## src/rtl/lb_uart_rx_datapath_if.sv

```systemverilog
// Bus bundle between the UART Rx control unit / host and the Rx datapath.
//   master : drives line/control strobes and FIFO pop, observes FIFO head.
//   slave  : the datapath; receives strobes, presents head entry and status.
// Signals: bit8, parity_en, rx, shift, done, rd, clr_ovr (master -> slave);
//          rx_data, parity_err, frame_err, rx_ready, fifo_count, overrun
//          (slave -> master).
interface lb_uart_rx_datapath_if #(
  parameter int unsigned ADDR_W = 2
);
  logic              bit8;
  logic              parity_en;
  logic              rx;
  logic              shift;
  logic              done;
  logic              rd;
  logic              clr_ovr;
  logic [7:0]        rx_data;
  logic              parity_err;
  logic              frame_err;
  logic              rx_ready;
  logic [ADDR_W:0]   fifo_count;
  logic              overrun;

  modport master (
    output bit8, parity_en, rx, shift, done, rd, clr_ovr,
    input  rx_data, parity_err, frame_err, rx_ready, fifo_count, overrun
  );

  modport slave (
    input  bit8, parity_en, rx, shift, done, rd, clr_ovr,
    output rx_data, parity_err, frame_err, rx_ready, fifo_count, overrun
  );
endinterface

```

## src/rtl/lb_uart_rx_datapath.sv

```systemverilog
// UART receive datapath: captures serial bits into a frame register on each
// shift strobe, assembles {frame_err, parity_err, data} on done and pushes it
// into a small show-ahead FIFO with a sticky overrun flag.
// Ports:
//   clk   : sole clock, rising edge
//   reset : synchronous active-high reset
//   bus   : lb_uart_rx_datapath_if.slave (control strobes in, FIFO head out)
module lb_uart_rx_datapath #(
  parameter int unsigned ADDR_W     = 2,
  parameter bit          ODD_PARITY = 1'b0
) (
  input  logic                   clk,
  input  logic                   reset,
  lb_uart_rx_datapath_if.slave   bus
);

  localparam int unsigned DEPTH   = 1 << ADDR_W;
  localparam int unsigned CNT_W   = ADDR_W + 1;
  localparam int unsigned FRAME_W = 10;
  localparam int unsigned IDX_W   = 4;
  localparam int unsigned IDX_MAX = 10;
  localparam int unsigned DATA_W  = 8;
  localparam int unsigned ENTRY_W = DATA_W + 2;

  logic [FRAME_W-1:0] frame;
  logic [IDX_W-1:0]   idx;
  logic [ADDR_W-1:0]  wr_ptr;
  logic [ADDR_W-1:0]  rd_ptr;
  logic [CNT_W-1:0]   count;
  logic               overrun;
  logic [ENTRY_W-1:0] mem [DEPTH];

  logic [DATA_W-1:0]  data_c;
  logic               pbit_c;
  logic               stop_c;
  logic               perr_c;
  logic               full_c;
  logic               empty_c;
  logic               pop_c;
  logic               push_c;
  logic               ovr_set_c;

  // Frame assembly: stop bit position depends on data width and parity.
  always_comb begin
    data_c = bus.bit8 ? frame[7:0] : {1'b0, frame[6:0]};
    pbit_c = bus.bit8 ? frame[8] : frame[7];
    stop_c = 1'b0;
    case ({bus.bit8, bus.parity_en})
      2'b11:   stop_c = frame[9];
      2'b10:   stop_c = frame[8];
      2'b01:   stop_c = frame[8];
      default: stop_c = frame[7];
    endcase
    perr_c = bus.parity_en & ((^data_c ^ pbit_c) != ODD_PARITY);
  end

  // FIFO control: a pop frees room for a same-cycle push when full.
  always_comb begin
    full_c    = (count == CNT_W'(DEPTH));
    empty_c   = (count == '0);
    pop_c     = bus.rd & ~empty_c;
    push_c    = bus.done & (~full_c | pop_c);
    ovr_set_c = bus.done & full_c & ~pop_c;
  end

  // Bit capture; index saturates so stray shifts cannot corrupt the frame.
  always_ff @(posedge clk) begin
    if (reset) begin
      frame <= '0;
      idx   <= '0;
    end else if (bus.done) begin
      idx <= '0;
    end else if (bus.shift && (idx != IDX_W'(IDX_MAX))) begin
      for (int unsigned i = 0; i < FRAME_W; i++) begin
        if (idx == IDX_W'(i)) frame[i] <= bus.rx;
      end
      idx <= idx + IDX_W'(1);
    end
  end

  // FIFO pointers, occupancy and sticky overrun (set beats clear).
  always_ff @(posedge clk) begin
    if (reset) begin
      wr_ptr  <= '0;
      rd_ptr  <= '0;
      count   <= '0;
      overrun <= 1'b0;
    end else begin
      if (push_c) wr_ptr <= wr_ptr + ADDR_W'(1);
      if (pop_c)  rd_ptr <= rd_ptr + ADDR_W'(1);
      case ({push_c, pop_c})
        2'b10:   count <= count + CNT_W'(1);
        2'b01:   count <= count - CNT_W'(1);
        default: count <= count;
      endcase
      if (ovr_set_c)        overrun <= 1'b1;
      else if (bus.clr_ovr) overrun <= 1'b0;
    end
  end

  // Storage; only the post-reset head slot is zeroed so outputs start clean.
  always_ff @(posedge clk) begin
    if (reset) begin
      mem[0] <= '0;
    end else if (push_c) begin
      mem[wr_ptr] <= {~stop_c, perr_c, data_c};
    end
  end

  // Show-ahead head entry and status, all from registered state.
  assign bus.rx_data    = mem[rd_ptr][DATA_W-1:0];
  assign bus.parity_err = mem[rd_ptr][DATA_W];
  assign bus.frame_err  = mem[rd_ptr][DATA_W+1];
  assign bus.rx_ready   = ~empty_c;
  assign bus.fifo_count = count;
  assign bus.overrun    = overrun;

endmodule
```

## src/flat_wrapper.sv

```systemverilog
// flat-port wrapper written by rule: the top's interface ports become plain ports
module lb_uart_rx_datapath_flat 
#(
  parameter int unsigned ADDR_W     = 2,
  parameter bit          ODD_PARITY = 1'b0
)
  (clk, reset, bus_bit8, bus_parity_en, bus_rx, bus_shift, bus_done, bus_rd, bus_clr_ovr, bus_rx_data, bus_parity_err, bus_frame_err, bus_rx_ready, bus_fifo_count, bus_overrun);
  lb_uart_rx_datapath_if #(.ADDR_W(ADDR_W)) bus_i ();
  input  logic clk;
  input  logic reset;
  input wire logic [$bits(bus_i.bit8)-1:0] bus_bit8;
  input wire logic [$bits(bus_i.parity_en)-1:0] bus_parity_en;
  input wire logic [$bits(bus_i.rx)-1:0] bus_rx;
  input wire logic [$bits(bus_i.shift)-1:0] bus_shift;
  input wire logic [$bits(bus_i.done)-1:0] bus_done;
  input wire logic [$bits(bus_i.rd)-1:0] bus_rd;
  input wire logic [$bits(bus_i.clr_ovr)-1:0] bus_clr_ovr;
  output wire logic [$bits(bus_i.rx_data)-1:0] bus_rx_data;
  output wire logic [$bits(bus_i.parity_err)-1:0] bus_parity_err;
  output wire logic [$bits(bus_i.frame_err)-1:0] bus_frame_err;
  output wire logic [$bits(bus_i.rx_ready)-1:0] bus_rx_ready;
  output wire logic [$bits(bus_i.fifo_count)-1:0] bus_fifo_count;
  output wire logic [$bits(bus_i.overrun)-1:0] bus_overrun;
  assign bus_i.bit8 = bus_bit8;
  assign bus_i.parity_en = bus_parity_en;
  assign bus_i.rx = bus_rx;
  assign bus_i.shift = bus_shift;
  assign bus_i.done = bus_done;
  assign bus_i.rd = bus_rd;
  assign bus_i.clr_ovr = bus_clr_ovr;
  assign bus_rx_data = bus_i.rx_data;
  assign bus_parity_err = bus_i.parity_err;
  assign bus_frame_err = bus_i.frame_err;
  assign bus_rx_ready = bus_i.rx_ready;
  assign bus_fifo_count = bus_i.fifo_count;
  assign bus_overrun = bus_i.overrun;
  lb_uart_rx_datapath #(.ADDR_W(ADDR_W), .ODD_PARITY(ODD_PARITY)) u_core (.clk(clk), .reset(reset), .bus(bus_i));
endmodule
```

## config.mk

```make
export PLATFORM = sky130hd
export DESIGN_NAME = lb_uart_rx_datapath_flat
export DESIGN_NICKNAME = d
export VERILOG_FILES = /design/src/rtl/lb_uart_rx_datapath_if.sv /design/src/rtl/lb_uart_rx_datapath.sv /design/src/flat_wrapper.sv
export SDC_FILE = /design/constraint.sdc
export NUM_CORES = 1
export LEC_CHECK = 0
export ABC_AREA = 1
export BUFFER_PORTS_ARGS = -buffer_cell sky130_fd_sc_hd__buf_2
export CORE_UTILIZATION = 53
export DETAILED_ROUTE_END_ITERATION = 10
export GPL_ROUTABILITY_DRIVEN = 0
export PLACE_DENSITY = 0.8
export SLEW_MARGIN = 20
export SYNTH_ARGS = -nofsm -noshare
export SYNTH_HDL_FRONTEND = slang
export SYNTH_SLANG_ARGS = --single-unit
```

## constraint.sdc

```tcl
create_clock -name clk -period 2.1 [get_ports clk]
set_input_delay 0.21 -clock clk [delete_from_list [all_inputs] [get_ports clk]]
set_output_delay 0.21 -clock clk [all_outputs]
set_load 0.005 [all_outputs]
```

==> impl_metrics.tcl, run 1 <==
set metrics [dict create \
    status "finished clean" \
    grt_pass1_vias 1943 \
    totalWireLength_um 5230 \
    cp.buffers_inverters 2 \
    leakage_nw 1.27 \
    area_growth_pct 12.1 \
    yosys.area_share.simple 0.171 \
    finalHoldViolCount 0 \
    postLayoutCellArea_um2 3230 \
    root_buffer "clkbuf_8" \
    cts.reportedPaths.clkPinSlew_ns 0.07 \
    cap_violations 0 \
    first_pass_iters 4 \
    synthAdderAreaFrac 0.0374 \
    skew_ns 0.00627 \
    io_pins 24 \
    crit_family "compound AO/OA/AOI/OAI gates" \
    critPathMaxFanout 5 \
    fmax_ghz 0.518 \
    min_path_type "primary input to flip-flop" \
    fin_setup_tns_ns 0 \
    clock_latency_ns 0.33 \
    cts.sinks 64 \
    grt_setup_unrepaired "false" \
    cp-end-kind "flip-flop" \
    setup_viol 0 \
    vias 2125 \
    layout_min_cycle_time_ns 1.93 \
    ys_ff_latch 64 \
    port_buffers 23 \
    crit_path_start_kind "flip-flop" \
    antenna_cells 0 \
    initialDrtViolationCount 92 \
    cp_cell_sequence "inv_1 -> a21oi_2 -> ha_1 -> inv_1 -> fa_1 -> a21oi_1 -> o21ai_0 -> o21ai_0 -> a21oi_1" \
    grtUsageMet2 0.361 \
    die_w_um 75.7 \
    slew_headroom 0.626 \
    clk_path_buf_depth 2 \
    dp.cells 385 \
    core-area_um2 5170 \
    cts_tree "done" \
    synth_xor_area_frac 0.00304 \
    cts_max_level 3 \
    ant_nets 0 \
    cp_data_required_time_ns 2.33 \
    synth_cell_types 34 \
    grt_use_met1 0.225 \
    syn_nets 314 \
    nets 343 \
    tightestPinTransition_ns 0.560 \
    grt_overflow_total 0 \
    grt-busiest-layer "met2" \
    route.detailed.vias_per_inst 5.30 \
    postCtsHoldBufs 0 \
    synth_area_per_cell_um2 9.70 \
    cp_slowest_cell "fa_1" \
    ctsResizeCount 0 \
    yosysWarnings 0 \
    cts-buffers-inserted 9 \
    synth_top_family_by_area "simple AND/OR/NAND/NOR gates" \
    dpl-instance-area_um2 3060 \
    ir_drop_mv 0.513 \
    drc 0 \
    grt.total_usage 0.202 \
    drive_gt1_frac 0.163 \
    grt_pass1_wl_um 8290 \
    rows 26 \
    fin_cells 401 \
    p_per_area_nw_per_um2 942 \
    initial_utilization 0.557 \
    grt_max_degree 21 \
    met3_usage 0.0437 \
    drv_slew 0 \
    nFillCells 418 \
    cts_setup_buffers 0 \
    place_hpwl_um 3600 \
    finalCritPeriodShare 0.919 \
    ys_seq_area_frac 0.584 \
    crit_type "flip-flop to flip-flop" \
    die_area_um2 5730 \
    synthMuxAreaShare 0 \
    cp.arrival_ns 2.16 \
    syn_area_um2 2880 \
    wl_per_cell_um 13.0 \
    synth_compound_area_frac 0.131 \
    syn-instance-count 297 \
    die_y_um 75.7 \
    cpPeakStageDelay_ns 0.39 \
    antenna_found_initial 0 \
]
flip-flops by register name, indices dropped and copies added (netlist names), named ones only:
signal and flops:
u_core.mem 40, u_core.frame 10, u_core.idx 4, u_core.bus.fifo_count 3, u_core.rd_ptr 2, u_core.wr_ptr 2
u_core.bus.overrun 1
cells in the final DEF, fill, tap and decap left out, types with 2 or more instances in the layout:
| master | netlist | layout |
|---|---|---|
| edfxtp_1 | 40 | 40 |
| nor2_1 | 38 | 38 |
| inv_1 | 36 | 36 |
| o21ai_0 | 31 | 31 |
| nand2_1 | 28 | 28 |
| dfxtp_1 | 24 | 24 |
| buf_2 | 1 | 23 |
| a21oi_1 | 14 | 14 |
| nand3_1 | 13 | 13 |
| o22ai_1 | 10 | 10 |
| nor3_1 | 10 | 10 |
| clkbuf_8 | 1 | 9 |
| nor4_1 | 8 | 8 |
| a31oi_1 | 8 | 8 |
| ha_1 | 7 | 7 |
| buf_4 | 1 | 5 |
| clkinv_2 | 1 | 4 |
| nand4_1 | 3 | 3 |
| nand2_4 | 2 | 2 |
| clkinv_1 | 0 | 2 |
layer usage:
layer	up-vias	wire length (µm)
met4	0	88
met1	985	2340
met2	39	2630
met5	-	0
li1	1093	-
met3	8	172
cells in the mapped netlist:
master / n / share of area
edfxtp_1: 40 / 0.42
nor2_1: 38 / 0.050
inv_1: 36 / 0.047
o21ai_0: 31 / 0.054
nand2_1: 28 / 0.036
dfxtp_1: 24 / 0.17
a21oi_1: 14 / 0.024
nand3_1: 13 / 0.023
nor3_1: 10 / 0.017
o22ai_1: 10 / 0.022
a31oi_1: 8 / 0.017
nor4_1: 8 / 0.017
ha_1: 7 / 0.030
clkbuf_1: 6 / 0.0078
nand4_1: 3 / 0.0065
nand2_4: 2 / 0.0078
nor2_2: 2 / 0.0043
a211oi_1: 1 / 0.0026
a21oi_2: 1 / 0.0030
a22o_1: 1 / 0.0030
buf_2: 1 / 0.0017
buf_4: 1 / 0.0026
buf_6: 1 / 0.0039
clkbuf_8: 1 / 0.0048
clkinv_2: 1 / 0.0017
fa_1: 1 / 0.0070
inv_2: 1 / 0.0013
inv_6: 1 / 0.0030
nand2_2: 1 / 0.0022
nand3_2: 1 / 0.0035
nor3_2: 1 / 0.0035
o21ai_1: 1 / 0.0017
o21ai_2: 1 / 0.0030
xnor2_1: 1 / 0.0030
where the power goes:
| group | leakage (nW) | total (mW) | switching [mW] | internal, mW |
|---|---|---|---|---|
| clock network | 0.0838 | 0.869 | 0.455 | 0.414 |
| logic | 0.592 | 0.693 | 0.414 | 0.279 |
| registers | 0.592 | 1.48 | 0.0643 | 1.41 |
| total | 1.27 | 3.04 | 0.933 | 2.11 |
cells by family after synthesis:
family / after synthesis
XOR/XNOR: 1
buffers and inverters: 49
adder cells (fa/ha/maj): 8
AND/OR/NAND/NOR: 107
flip-flops: 64
AO/OA/AOI/OAI: 68
final cells by class:
class / count / area (µm²) / share of cell area
flip-flops and latches: 64 / 1680 / 0.521
multi-input cells: 184 / 991 / 0.307
repair buffers: 28 / 153 / 0.0473
inverters: 39 / 153 / 0.0473
clock buffers: 9 / 124 / 0.0384
well taps: 70 / 87.6 / 0.0271
clock inverters: 7 / 38.8 / 0.0120
stage by stage:
stage	hold WS, ns	utilization	power, mW	setup WS (ns)
finish	0.122	0.624	3.04	0.170
global route	0.157	0.624	3.23	0.0186
CTS	0.119	0.623	3.05	0.151
detailed placement	0.461	0.592	2.19	0.172
global placement	0.449	0.592	2.16	0.244
floorplan	0.373	-	1.95	0.129
tightest hold or removal path: stages:
cell and delay, ns:
buf_2 0.07, inv_1 0.03, nand2_1 0.04, a21oi_1 0.05
final timing paths:
kind / depth (start not counted) / from / slack [ns] / to
setup / recovery: 9 / u_core.bus.fifo_count[2] / 0.17 / u_core.bus.fifo_count[2]
hold / removal: 4 / bus_clr_ovr / 0.12 / u_core.bus.overrun
setup reg to reg: 9 / u_core.bus.fifo_count[2] / 0.17 / u_core.bus.fifo_count[2]
hold reg to reg: 2 / u_core.bus.overrun / 0.46 / u_core.bus.overrun
Note: power is estimated with default switching activity, not from simulation.
==> run 2: changes to the inputs <==
--- a/constraint.sdc
+++ b/constraint.sdc
@@ -3,2 +3,2 @@
 set_output_delay 0.21 -clock clk [all_outputs]
-set_load 0.005 [all_outputs]
+set_load 0.1 [all_outputs]
==> impl_metrics.tcl, run 2 (same netlist as run 1, synthesis figures left out) <==
set metrics [dict create \
    layout_common_cells "edfxtp_1 (40), nor2_1 (38), inv_1 (36)" \
    setup_viol 0 \
    cts_setup_buffers 0 \
    port_buffers 23 \
    antenna_found_initial 0 \
    ctsResizeCount 0 \
    fin_setup_tns_ns 0 \
    io_pins 24 \
    cp.arrival_ns 1.77 \
    initial_utilization 0.557 \
    rr_worst_depth 10 \
    place_hpwl_um 3780 \
    grt_pass1_vias 2020 \
    regMostFlops "u_core.mem" \
    crit_type "flip-flop to output pin" \
    first_pass_iters 4 \
    antenna_cells 0 \
    finalCritPeriodShare 0.944 \
    core-area_um2 5170 \
    p_per_area_nw_per_um2 1310 \
    largest_reg_flops 40 \
    die_area_um2 5730 \
    min_path_cells 4 \
    drc 0 \
    die_w_um 75.7 \
    grt.total_usage 0.217 \
    tightestPinTransition_ns 0.826 \
    r2r_end "u_core.bus.fifo_count[2]" \
    layout_min_cycle_time_ns 1.98 \
    crit_family "buffers and inverters" \
    worst_slack_ns 0.119 \
    clock_latency_ns 0.34 \
    rows 26 \
    critPathMaxFanout 11 \
    cts_max_level 3 \
    route.detailed.vias_per_inst 5.38 \
    fmax_ghz 0.505 \
    clk_path_buf_depth 2 \
    drive_gt1_frac 0.216 \
    vias 2168 \
    min_path_type "primary input to flip-flop" \
    drv_slew 0 \
    reg_top3 "u_core.mem: 40 flops, u_core.frame: 10 flops, u_core.idx: 4 flops" \
    nets 345 \
    initialDrtViolationCount 114 \
    die_y_um 75.7 \
    slew_headroom 0.446 \
    cp_slowest_cell "buf_2" \
    ant_nets 0 \
    cpPeakStageDelay_ns 0.44 \
    skew_ns 0.00728 \
    status "finished clean" \
    leakage_nw 1.32 \
    grt_setup_unrepaired "false" \
    cap_violations 0 \
    cp.buffers_inverters 2 \
    grt_max_degree 21 \
    cts.reportedPaths.clkPinSlew_ns 0.07 \
    min_from "bus_clr_ovr" \
    root_buffer "clkbuf_8" \
    crit-reg2reg-launch "u_core.bus.fifo_count[0]" \
    cts_tree "done" \
    cts.sinks 64 \
    min_to "u_core.bus.overrun" \
    dp_slack_ns 0.180 \
    cp_cell_sequence "inv_1 -> o21ai_0 -> o22ai_2 -> buf_2" \
    area_growth_pct 17.8 \
    postCtsHoldBufs 0 \
    layout_commonest_cell "edfxtp_1" \
    r2r_slack_ns 0.24 \
    crit_path_start_kind "flip-flop" \
    ir_drop_mv 0.857 \
    finalHoldViolCount 0 \
    wl_per_cell_um 13.7 \
    cp_data_required_time_ns 1.89 \
    cts-buffers-inserted 9 \
    totalWireLength_um 5530 \
    grt_overflow_total 0 \
    cp-end-kind "output pin" \
    grt_pass1_wl_um 8890 \
]
-- run 2: cell count changes in the layout (fill, tap and decap cells not counted), sizes merged --
cell      delta
clkbuf       +8
clkinvlp     +1
buf          -5
bufinv       +2
clkinv       -4
-- run 2: stage by stage --
step | power (mW) | instance area, µm² | hold WS [ns] | instances | util
after floorplan | 3.04 | 2960 | 0.373 | 297 | -
after global placement | 3.27 | 3160 | 0.449 | 387 | 0.610
after detailed placement | 3.30 | 3160 | 0.458 | 387 | 0.610
after CTS | 4.43 | 3370 | 0.119 | 403 | 0.651
after global routing | 4.65 | 3390 | 0.152 | 403 | 0.656
final | 4.45 | 3390 | 0.130 | 403 | 0.656
-- run 2: worst max path at each step --
stage / slack (ns) / start / end / depth (start not counted)
2_1_floorplan: 0.005 / u_core.bus.fifo_count[1] / u_core.bus.fifo_count[2] / 9
3_3_place_gp: 0.21 / u_core.bus.fifo_count[0] / u_core.bus.fifo_count[2] / 10
3_5_place_dp: 0.18 / u_core.bus.fifo_count[0] / u_core.bus.fifo_count[2] / 10
4_1_cts: 0.05 / flip-flop / bus_rx_data[4] / 4
5_1_grt: 0.01 / flip-flop / bus_rx_data[6] / 4
6_report: 0.12 / flip-flop / bus_rx_data[0] / 4
-- run 2: per-layer routing --
metal	wire length, µm	global-route usage	vias to the layer above
met5	0	0	-
met4	143	0.113	0
met3	164	0.0489	12
met2	2810	0.393	48
met1	2400	0.237	1008
li1	-	-	1100
-- run 2: cell type report --
cell class | instances | area, µm²
clock buffer | 10 | 128
clock inverter | 6 | 85.1
fill | 396 | 1780
inverter | 39 | 153
multi-input combinational | 184 | 1060
sequential | 64 | 1690
tap | 70 | 87.6
timing repair buffer | 30 | 185
-- run 2: tightest hold or removal path: cells and delay by family --
family | cells | cell delay, ns
and+or+nand+nor | 1 | 0.04
AOI/OAI and AO/OA | 1 | 0.06
buffers and inverters | 2 | 0.10
-- run 2: report_power, final --
part           leakage, nW  switching [mW]  internal, mW
Clock                0.102           0.470         0.664
Combinational        0.627            1.47         0.363
Sequential           0.594          0.0653          1.42
Total                 1.32            2.00          2.45
